## config.mk

```make
export PLATFORM = sky130hd
export DESIGN_NAME = alu_exec_unit
export DESIGN_NICKNAME = d
export VERILOG_FILES = /design/src/rtl/alu_exec_unit.sv
export SDC_FILE = /design/constraint.sdc
export NUM_CORES = 1
export LEC_CHECK = 0
export CAP_MARGIN = 30
export CORE_MARGIN = 4
export CORE_UTILIZATION = 25
export DETAILED_ROUTE_END_ITERATION = 7
export SKIP_LAST_GASP = 1
export SLEW_MARGIN = 20
export SYNTH_ARGS = -nofsm -noshare
export SYNTH_HDL_FRONTEND = slang
export SYNTH_SLANG_ARGS = --single-unit
```

## constraint.sdc

```tcl
create_clock -name clk -period 4.54 [get_ports clk]
set_input_delay 1.135 -clock clk [delete_from_list [all_inputs] [get_ports clk]]
set_output_delay 1.135 -clock clk [all_outputs]
set_load 0.02 [all_outputs]
```

## src/rtl/alu_exec_unit.sv

```systemverilog
// alu_exec_unit -- execute-stage ALU with a valid/ready handshake on both sides.
//
// Consumes the 5-bit ALU control code plus two operands and a shift amount.
// It produces a registered result with zero/overflow/illegal flags.
// Logical and arithmetic ops complete one cycle after accept.
// sll/srl run iteratively, one bit per cycle, so latency is shamt+1.
// Define BARREL_SHIFT_EN to shift combinationally instead; every op then
// completes in one cycle, and the SHIFT state and counter are not built.
//
// Ports:
//   clk, rst_n            clock; synchronous active-low reset
//   in_valid / in_ready   request handshake (in_ready is combinational)
//   operation             5-bit op code (0x00..0x0B legal)
//   src_a, src_b, shamt   operands and shift amount, captured on accept
//   out_valid / out_ready result handshake
//   result, zero,         registered result and flags, held while
//   overflow, illegal_op  out_valid is high
//   busy                  unit is not idle
module alu_exec_unit #(
  parameter int WIDTH   = 32,
  parameter int SHAMT_W = 5
) (
  input  logic               clk,
  input  logic               rst_n,
  input  logic               in_valid,
  output logic               in_ready,
  input  logic [4:0]         operation,
  input  logic [WIDTH-1:0]   src_a,
  input  logic [WIDTH-1:0]   src_b,
  input  logic [SHAMT_W-1:0] shamt,
  output logic               out_valid,
  input  logic               out_ready,
  output logic [WIDTH-1:0]   result,
  output logic               zero,
  output logic               overflow,
  output logic               illegal_op,
  output logic               busy
);

  localparam logic [4:0] OP_NOP  = 5'h00;
  localparam logic [4:0] OP_LUI  = 5'h01;
  localparam logic [4:0] OP_OR   = 5'h02;
  localparam logic [4:0] OP_ADD  = 5'h03;
  localparam logic [4:0] OP_AND  = 5'h04;
  localparam logic [4:0] OP_SUB  = 5'h05;
  localparam logic [4:0] OP_SLL  = 5'h06;
  localparam logic [4:0] OP_SRL  = 5'h07;
  localparam logic [4:0] OP_SLT  = 5'h08;
  localparam logic [4:0] OP_SLTU = 5'h09;
  localparam logic [4:0] OP_NOR  = 5'h0A;
  localparam logic [4:0] OP_JR   = 5'h0B;

`ifdef BARREL_SHIFT_EN
  typedef enum logic [1:0] {IDLE = 2'd0, DONE = 2'd2} state_t;
`else
  typedef enum logic [1:0] {IDLE = 2'd0, SHIFT = 2'd1, DONE = 2'd2} state_t;
`endif

  state_t             state_q, state_d;
  logic [WIDTH-1:0]   result_q, result_d;
  logic               zero_q, zero_d;
  logic               ovf_q, ovf_d;
  logic               ill_q, ill_d;
`ifndef BARREL_SHIFT_EN
  logic [SHAMT_W-1:0] count_q, count_d;
  logic               dir_q, dir_d;      // 1: shift right (srl)
  logic [WIDTH-1:0]   shifted;
`endif

  logic               accept;
  logic [WIDTH-1:0]   sum, diff, alu_res;
  logic               alu_ovf, alu_ill;

  // Single-cycle datapath, evaluated on the live inputs. It is used only on accept.
  always_comb begin
    sum     = src_a + src_b;
    diff    = src_a - src_b;
    alu_res = '0;
    alu_ovf = 1'b0;
    alu_ill = 1'b0;
    case (operation)
      OP_NOP:  alu_res = '0;
      OP_LUI:  alu_res = src_b << (WIDTH / 2);
      OP_OR:   alu_res = src_a | src_b;
      OP_ADD: begin
        alu_res = sum;
        alu_ovf = (src_a[WIDTH-1] == src_b[WIDTH-1]) && (sum[WIDTH-1] != src_a[WIDTH-1]);
      end
      OP_AND:  alu_res = src_a & src_b;
      OP_SUB: begin
        alu_res = diff;
        alu_ovf = (src_a[WIDTH-1] != src_b[WIDTH-1]) && (diff[WIDTH-1] != src_a[WIDTH-1]);
      end
`ifdef BARREL_SHIFT_EN
      OP_SLL:  alu_res = src_b << shamt;
      OP_SRL:  alu_res = src_b >> shamt;
`else
      // The iterative build only takes this path when shamt == 0.
      OP_SLL, OP_SRL: alu_res = src_b;
`endif
      OP_SLT:  alu_res = {{(WIDTH-1){1'b0}}, $signed(src_a) < $signed(src_b)};
      OP_SLTU: alu_res = {{(WIDTH-1){1'b0}}, src_a < src_b};
      OP_NOR:  alu_res = ~(src_a | src_b);
      OP_JR:   alu_res = src_a;
      default: alu_ill = 1'b1;
    endcase
  end

  always_comb begin
    state_d  = state_q;
    result_d = result_q;
    zero_d   = zero_q;
    ovf_d    = ovf_q;
    ill_d    = ill_q;
`ifndef BARREL_SHIFT_EN
    count_d  = count_q;
    dir_d    = dir_q;
    shifted  = dir_q ? (result_q >> 1) : (result_q << 1);
`endif

    in_ready = (state_q == IDLE) || ((state_q == DONE) && out_ready);
    accept   = in_valid && in_ready;

    case (state_q)
`ifndef BARREL_SHIFT_EN
      // result_q doubles as the shift register while the shift is in flight.
      SHIFT: begin
        result_d = shifted;
        count_d  = count_q - SHAMT_W'(1);
        if (count_q == SHAMT_W'(1)) begin
          state_d = DONE;
          zero_d  = (shifted == '0);
        end
      end
`endif
      DONE:    if (out_ready && !in_valid) state_d = IDLE;
      default: ;
    endcase

    // An accept from DONE overrides the return to IDLE, which gives back-to-back issue.
    if (accept) begin
      ovf_d = alu_ovf;
      ill_d = alu_ill;
`ifndef BARREL_SHIFT_EN
      if ((operation == OP_SLL || operation == OP_SRL) && shamt != '0) begin
        result_d = src_b;
        zero_d   = 1'b0;
        count_d  = shamt;
        dir_d    = (operation == OP_SRL);
        state_d  = SHIFT;
      end else
`endif
      begin
        result_d = alu_res;
        zero_d   = (alu_res == '0);
        state_d  = DONE;
      end
    end
  end

  always_ff @(posedge clk) begin
    if (!rst_n) begin
      state_q  <= IDLE;
      result_q <= '0;
      zero_q   <= 1'b0;
      ovf_q    <= 1'b0;
      ill_q    <= 1'b0;
`ifndef BARREL_SHIFT_EN
      count_q  <= '0;
      dir_q    <= 1'b0;
`endif
    end else begin
      state_q  <= state_d;
      result_q <= result_d;
      zero_q   <= zero_d;
      ovf_q    <= ovf_d;
      ill_q    <= ill_d;
`ifndef BARREL_SHIFT_EN
      count_q  <= count_d;
      dir_q    <= dir_d;
`endif
    end
  end

  assign out_valid  = (state_q == DONE);
  assign busy       = (state_q != IDLE);
  assign result     = result_q;
  assign zero       = zero_q;
  assign overflow   = ovf_q;
  assign illegal_op = ill_q;

endmodule

```

==> impl_metrics.json <==
{
  "clk_latency_ns": 0.28,
  "timing.hold.worst_endpoint": "state_q[0]",
  "start_util_pct": 25.4,
  "io_buffer_count": 115,
  "worst_slew_pin_slew_ns": 0.657,
  "instances_no_fill": 1996,
  "cts_inserted_buffers": 5,
  "synth_warnings": 0,
  "timing_worst_setup_path_type": "in -> reg",
  "pre_cts_slack_ns": -0.589,
  "clk_pin_slew_worst_paths_ns": 0.06,
  "gr-total-overflow": 0,
  "sinks_on_clock_net": 43,
  "synth_edf_count": 0,
  "whs_path_depth": 2,
  "worst_r2r_path_depth": 6,
  "num_antenna_cells": 0,
  "layout_common_cells": "317 x sky130_fd_sc_hd__buf_4, 109 x sky130_fd_sc_hd__a21oi_1, 105 x sky130_fd_sc_hd__clkdlybuf4s50_1",
  "synthesis.area_per_instance_um2": 7.17,
  "dr_total_vias": 11200,
  "cp-start-kind": "primary input",
  "reg2reg_setup_slack_ns": 1.80,
  "crit_path_cell_trace": "clkdlybuf4s50_1, buf_4, fa_2, a21o_1, a221oi_2, buf_4, a2bb2oi_2, a21oi_1, o31ai_2, o21ai_1, a2111o_1, o21ai_0, and4b_1, nand2_1, o31ai_1",
  "critPathMostFrequentCell": "sky130_fd_sc_hd__buf_4",
  "postSynthNetCount": 1372,
  "place_congestion": 0.999,
  "yosysSeqAreaShare_pct": 10.1,
  "layout-area-overhead-vs-synth_pct": 49.9,
  "netlist.top_cell.by_area": "sky130_fd_sc_hd__ha_1",
  "maxClockFrequency_mhz": 221,
  "hpwl_after_detailed_placement_mm": 34.5,
  "fin_crit_share_pct": 99.8,
  "crit_path_max_incr_delay_ns": 0.43,
  "syn_area_mm2": 0.00853,
  "max-clock-path-buffers": 2,
  "synth_seq_cells": 43,
  "area.sequential_um2": 861,
  "outcome": "finished clean",
  "cellPowerDensity_mw_per_mm2": 175,
  "route.detailed.wl_per_inst_um": 21.1,
  "finalMaxSlewViolations": 0,
  "cts_tree": "done",
  "grt_pass1_vias": 10700,
  "die_area_mm2": 0.0371,
  "firstDrtPassIters": 8,
  "setup_violation_total_in_the_final_timing_report": 0,
  "mostFrequentLayoutCell": "sky130_fd_sc_hd__buf_4",
  "rows": 67,
  "multi_input_comb_area_mm2": 0.00719,
  "synthesis.instances": 1189,
  "synth_top_area_share_pct": 15.1,
  "hp-start": "state_q[0]",
  "setup_repair_after_global_routing_missed_its_margin": "true",
  "worstHoldPathType": "reg -> reg",
  "timing.critical_path.required_ns": 4.73,
  "fp.dieH_um": 193,
  "max-cap-violations": 0,
  "cts.htree.levels": 2,
  "finalNetCount": 1731,
  "worst_slack_ns": 0.0105,
  "r2r_end": "zero",
  "netlist_top_cells_area": "sky130_fd_sc_hd__ha_1 15%, sky130_fd_sc_hd__dfxtp_1 10%, sky130_fd_sc_hd__a21oi_1 6.9%, sky130_fd_sc_hd__inv_1 4.4%, sky130_fd_sc_hd__nand2_1 4.0%",
  "clock-skew-final_ns": 0.00714,
  "max_slew_margin_pct": 55.7,
  "power.ir.vdd_worst_uv": 122,
  "layout.filler_cells": 3557,
  "r2r_start": "dir_q",
  "arrival_time_at_the_worst_endpoint_ns": 4.72,
  "worstSetupEndpointType": "register",
  "cts_root_buffer": "sky130_fd_sc_hd__clkbuf_16",
  "proportion_of_synthesized_flip_flops_having_asynchronous_set_or_reset_pct": 0,
  "crit_path_top_delay_cell": "sky130_fd_sc_hd__clkdlybuf4s50_1",
  "synth_flop_cell": "sky130_fd_sc_hd__dfxtp_1",
  "share_of_layout_cells_above_drive_strength_1_pct": 28.1,
  "post_route_setup_tns_ns": 0,
  "grt_start_max_net_pins": 44,
  "post_dr_vias_cell": 5.60,
  "finalHoldViolations": 0,
  "synth_cell_types": 95,
  "detail_route.drc_violations": 0,
  "ioPinCount": 116,
  "core_mm2": 0.0336,
  "crit_path_max_fanout": 5,
  "globalRouteTotalUtil_pct": 21.7,
  "die_w_um": 193,
  "min_period_ns": 4.53,
  "drt-total-wl_mm": 42.2,
  "ant_nets": 0,
  "p_leak_nw": 5.57,
  "initialDrtViolationCount": 1256,
  "dp_cell_count": 1978,
  "first_pass_grt_wire_length_mm": 63.2,
  "grt_antenna_before_repair": 0
}
==> area by class of cell <==
type	count	share of cell area [%]
Tap cell	448	4.39
Clock inverter	1	0.0392
Timing Repair Buffer	438	28.5
Clock buffer	6	1.09
Inverter	103	3.02
Sequential cell	43	6.73
Multi-Input combinational cell	957	56.2
==> cell families (layout without fill, tap and decap cells) <==
| logic type | count (synthesis) | after routing | synth area share, % |
|---|---|---|---|
| fa+ha+maj | 105 | 105 | 15.6 |
| flops | 43 | 43 | 10.1 |
| buf+inv | 189 | 548 | 8.94 |
| simple gates | 380 | 380 | 22.8 |
| compound gates | 429 | 429 | 37.3 |
| xor+xnor | 11 | 11 | 1.13 |
| mux | 32 | 32 | 4.06 |
==> synth_stat cells (6+ instances only) <==
cell                       instances
sky130_fd_sc_hd__o211a_1           7
sky130_fd_sc_hd__a222oi_1         24
sky130_fd_sc_hd__nor2b_1          13
sky130_fd_sc_hd__and2_1           10
sky130_fd_sc_hd__nand4_1          19
sky130_fd_sc_hd__o21ai_0          39
sky130_fd_sc_hd__nor2_1           89
sky130_fd_sc_hd__buf_2            21
sky130_fd_sc_hd__a21o_1           14
sky130_fd_sc_hd__and3_1            8
sky130_fd_sc_hd__o21bai_1         10
sky130_fd_sc_hd__inv_1           101
sky130_fd_sc_hd__o211ai_1         33
sky130_fd_sc_hd__nand2_1          92
sky130_fd_sc_hd__nand2b_1         12
sky130_fd_sc_hd__dfxtp_1          43
sky130_fd_sc_hd__nand3_1          29
sky130_fd_sc_hd__a21oi_1         117
sky130_fd_sc_hd__or2_2             6
sky130_fd_sc_hd__a211oi_1         11
sky130_fd_sc_hd__o221ai_1         27
sky130_fd_sc_hd__a31oi_1          11
sky130_fd_sc_hd__mux2i_1          11
sky130_fd_sc_hd__or3_1             9
sky130_fd_sc_hd__mux2_2           21
sky130_fd_sc_hd__a311oi_1          6
sky130_fd_sc_hd__a21boi_0          8
sky130_fd_sc_hd__buf_1             8
sky130_fd_sc_hd__xnor2_1           9
sky130_fd_sc_hd__nor4_1           24
sky130_fd_sc_hd__o31ai_1           9
sky130_fd_sc_hd__ha_1            103
sky130_fd_sc_hd__o21ai_1           9
sky130_fd_sc_hd__a22oi_1           7
sky130_fd_sc_hd__a221o_1          13
sky130_fd_sc_hd__clkbuf_1         52
sky130_fd_sc_hd__o21a_1            6
sky130_fd_sc_hd__nor3_1           32
==> state kept, by name, indices dropped and copies added, names as in the netlist <==
register    count
count_q         5
zero            1
state_q         2
result         32
dir_q           1
overflow        1
illegal_op      1
==> metal layers <==
metal  track usage, %  share of wire, %
met2             36.1                47
met1             29.5                43
met4             7.95               4.1
met3             1.32               5.9
met5                0                 0
==> per-stage QoR <==
step | total power, mW | cell area [µm²] | util (%) | hold WS [ns]
finish | 2.24 | 12800 | 38.0 | 0.507
global route | 2.37 | 12800 | 38.0 | 0.539
CTS | 2.19 | 12600 | 37.4 | 0.517
detailed placement | 1.81 | 12300 | 36.6 | 0.509
global placement | 1.81 | 12300 | 36.5 | 0.485
floorplan | 1.12 | 8530 | - | 0.470
==> worst max-delay path, delay by kind of cell <==
kind / cells / cell delay [ns]
simple gates: 2 / 0.32
buf+inv: 3 / 0.79
compound gates: 9 / 2.08
fa+ha+maj: 1 / 0.39
==> timing repair <==
item / 4_1_cts / 5_1_grt
pin swaps: 13 / 17
endpoints found under the setup margin: 7 / 8
setup buffers: 7 / 4
hold buffers: 0 / 0
resized for setup: 21 / 43
gates cloned: 0 / 0
hold endpoints to repair: 0 / 0
==> report_power, final <==
part	total (mW)	internal [mW]	switching, mW
Combinational	1.42	0.667	0.754
Sequential	0.459	0.410	0.0483
Clock	0.363	0.215	0.148
Total	2.24	1.29	0.950
==> how the worst max path moves through the flow <==
stage	end	slack, ns	cells past startpoint	start
floorplan	zero	0.58	13	src_a[0]
global placement	zero	-0.58	16	src_b[0]
detailed placement	zero	-0.59	16	src_b[0]
CTS	zero	0.001	17	src_a[5]
global route	zero	-0.07	17	src_a[4]
finish	zero	0.01	15	src_a[1]
Power figures use the tool's default switching activity.
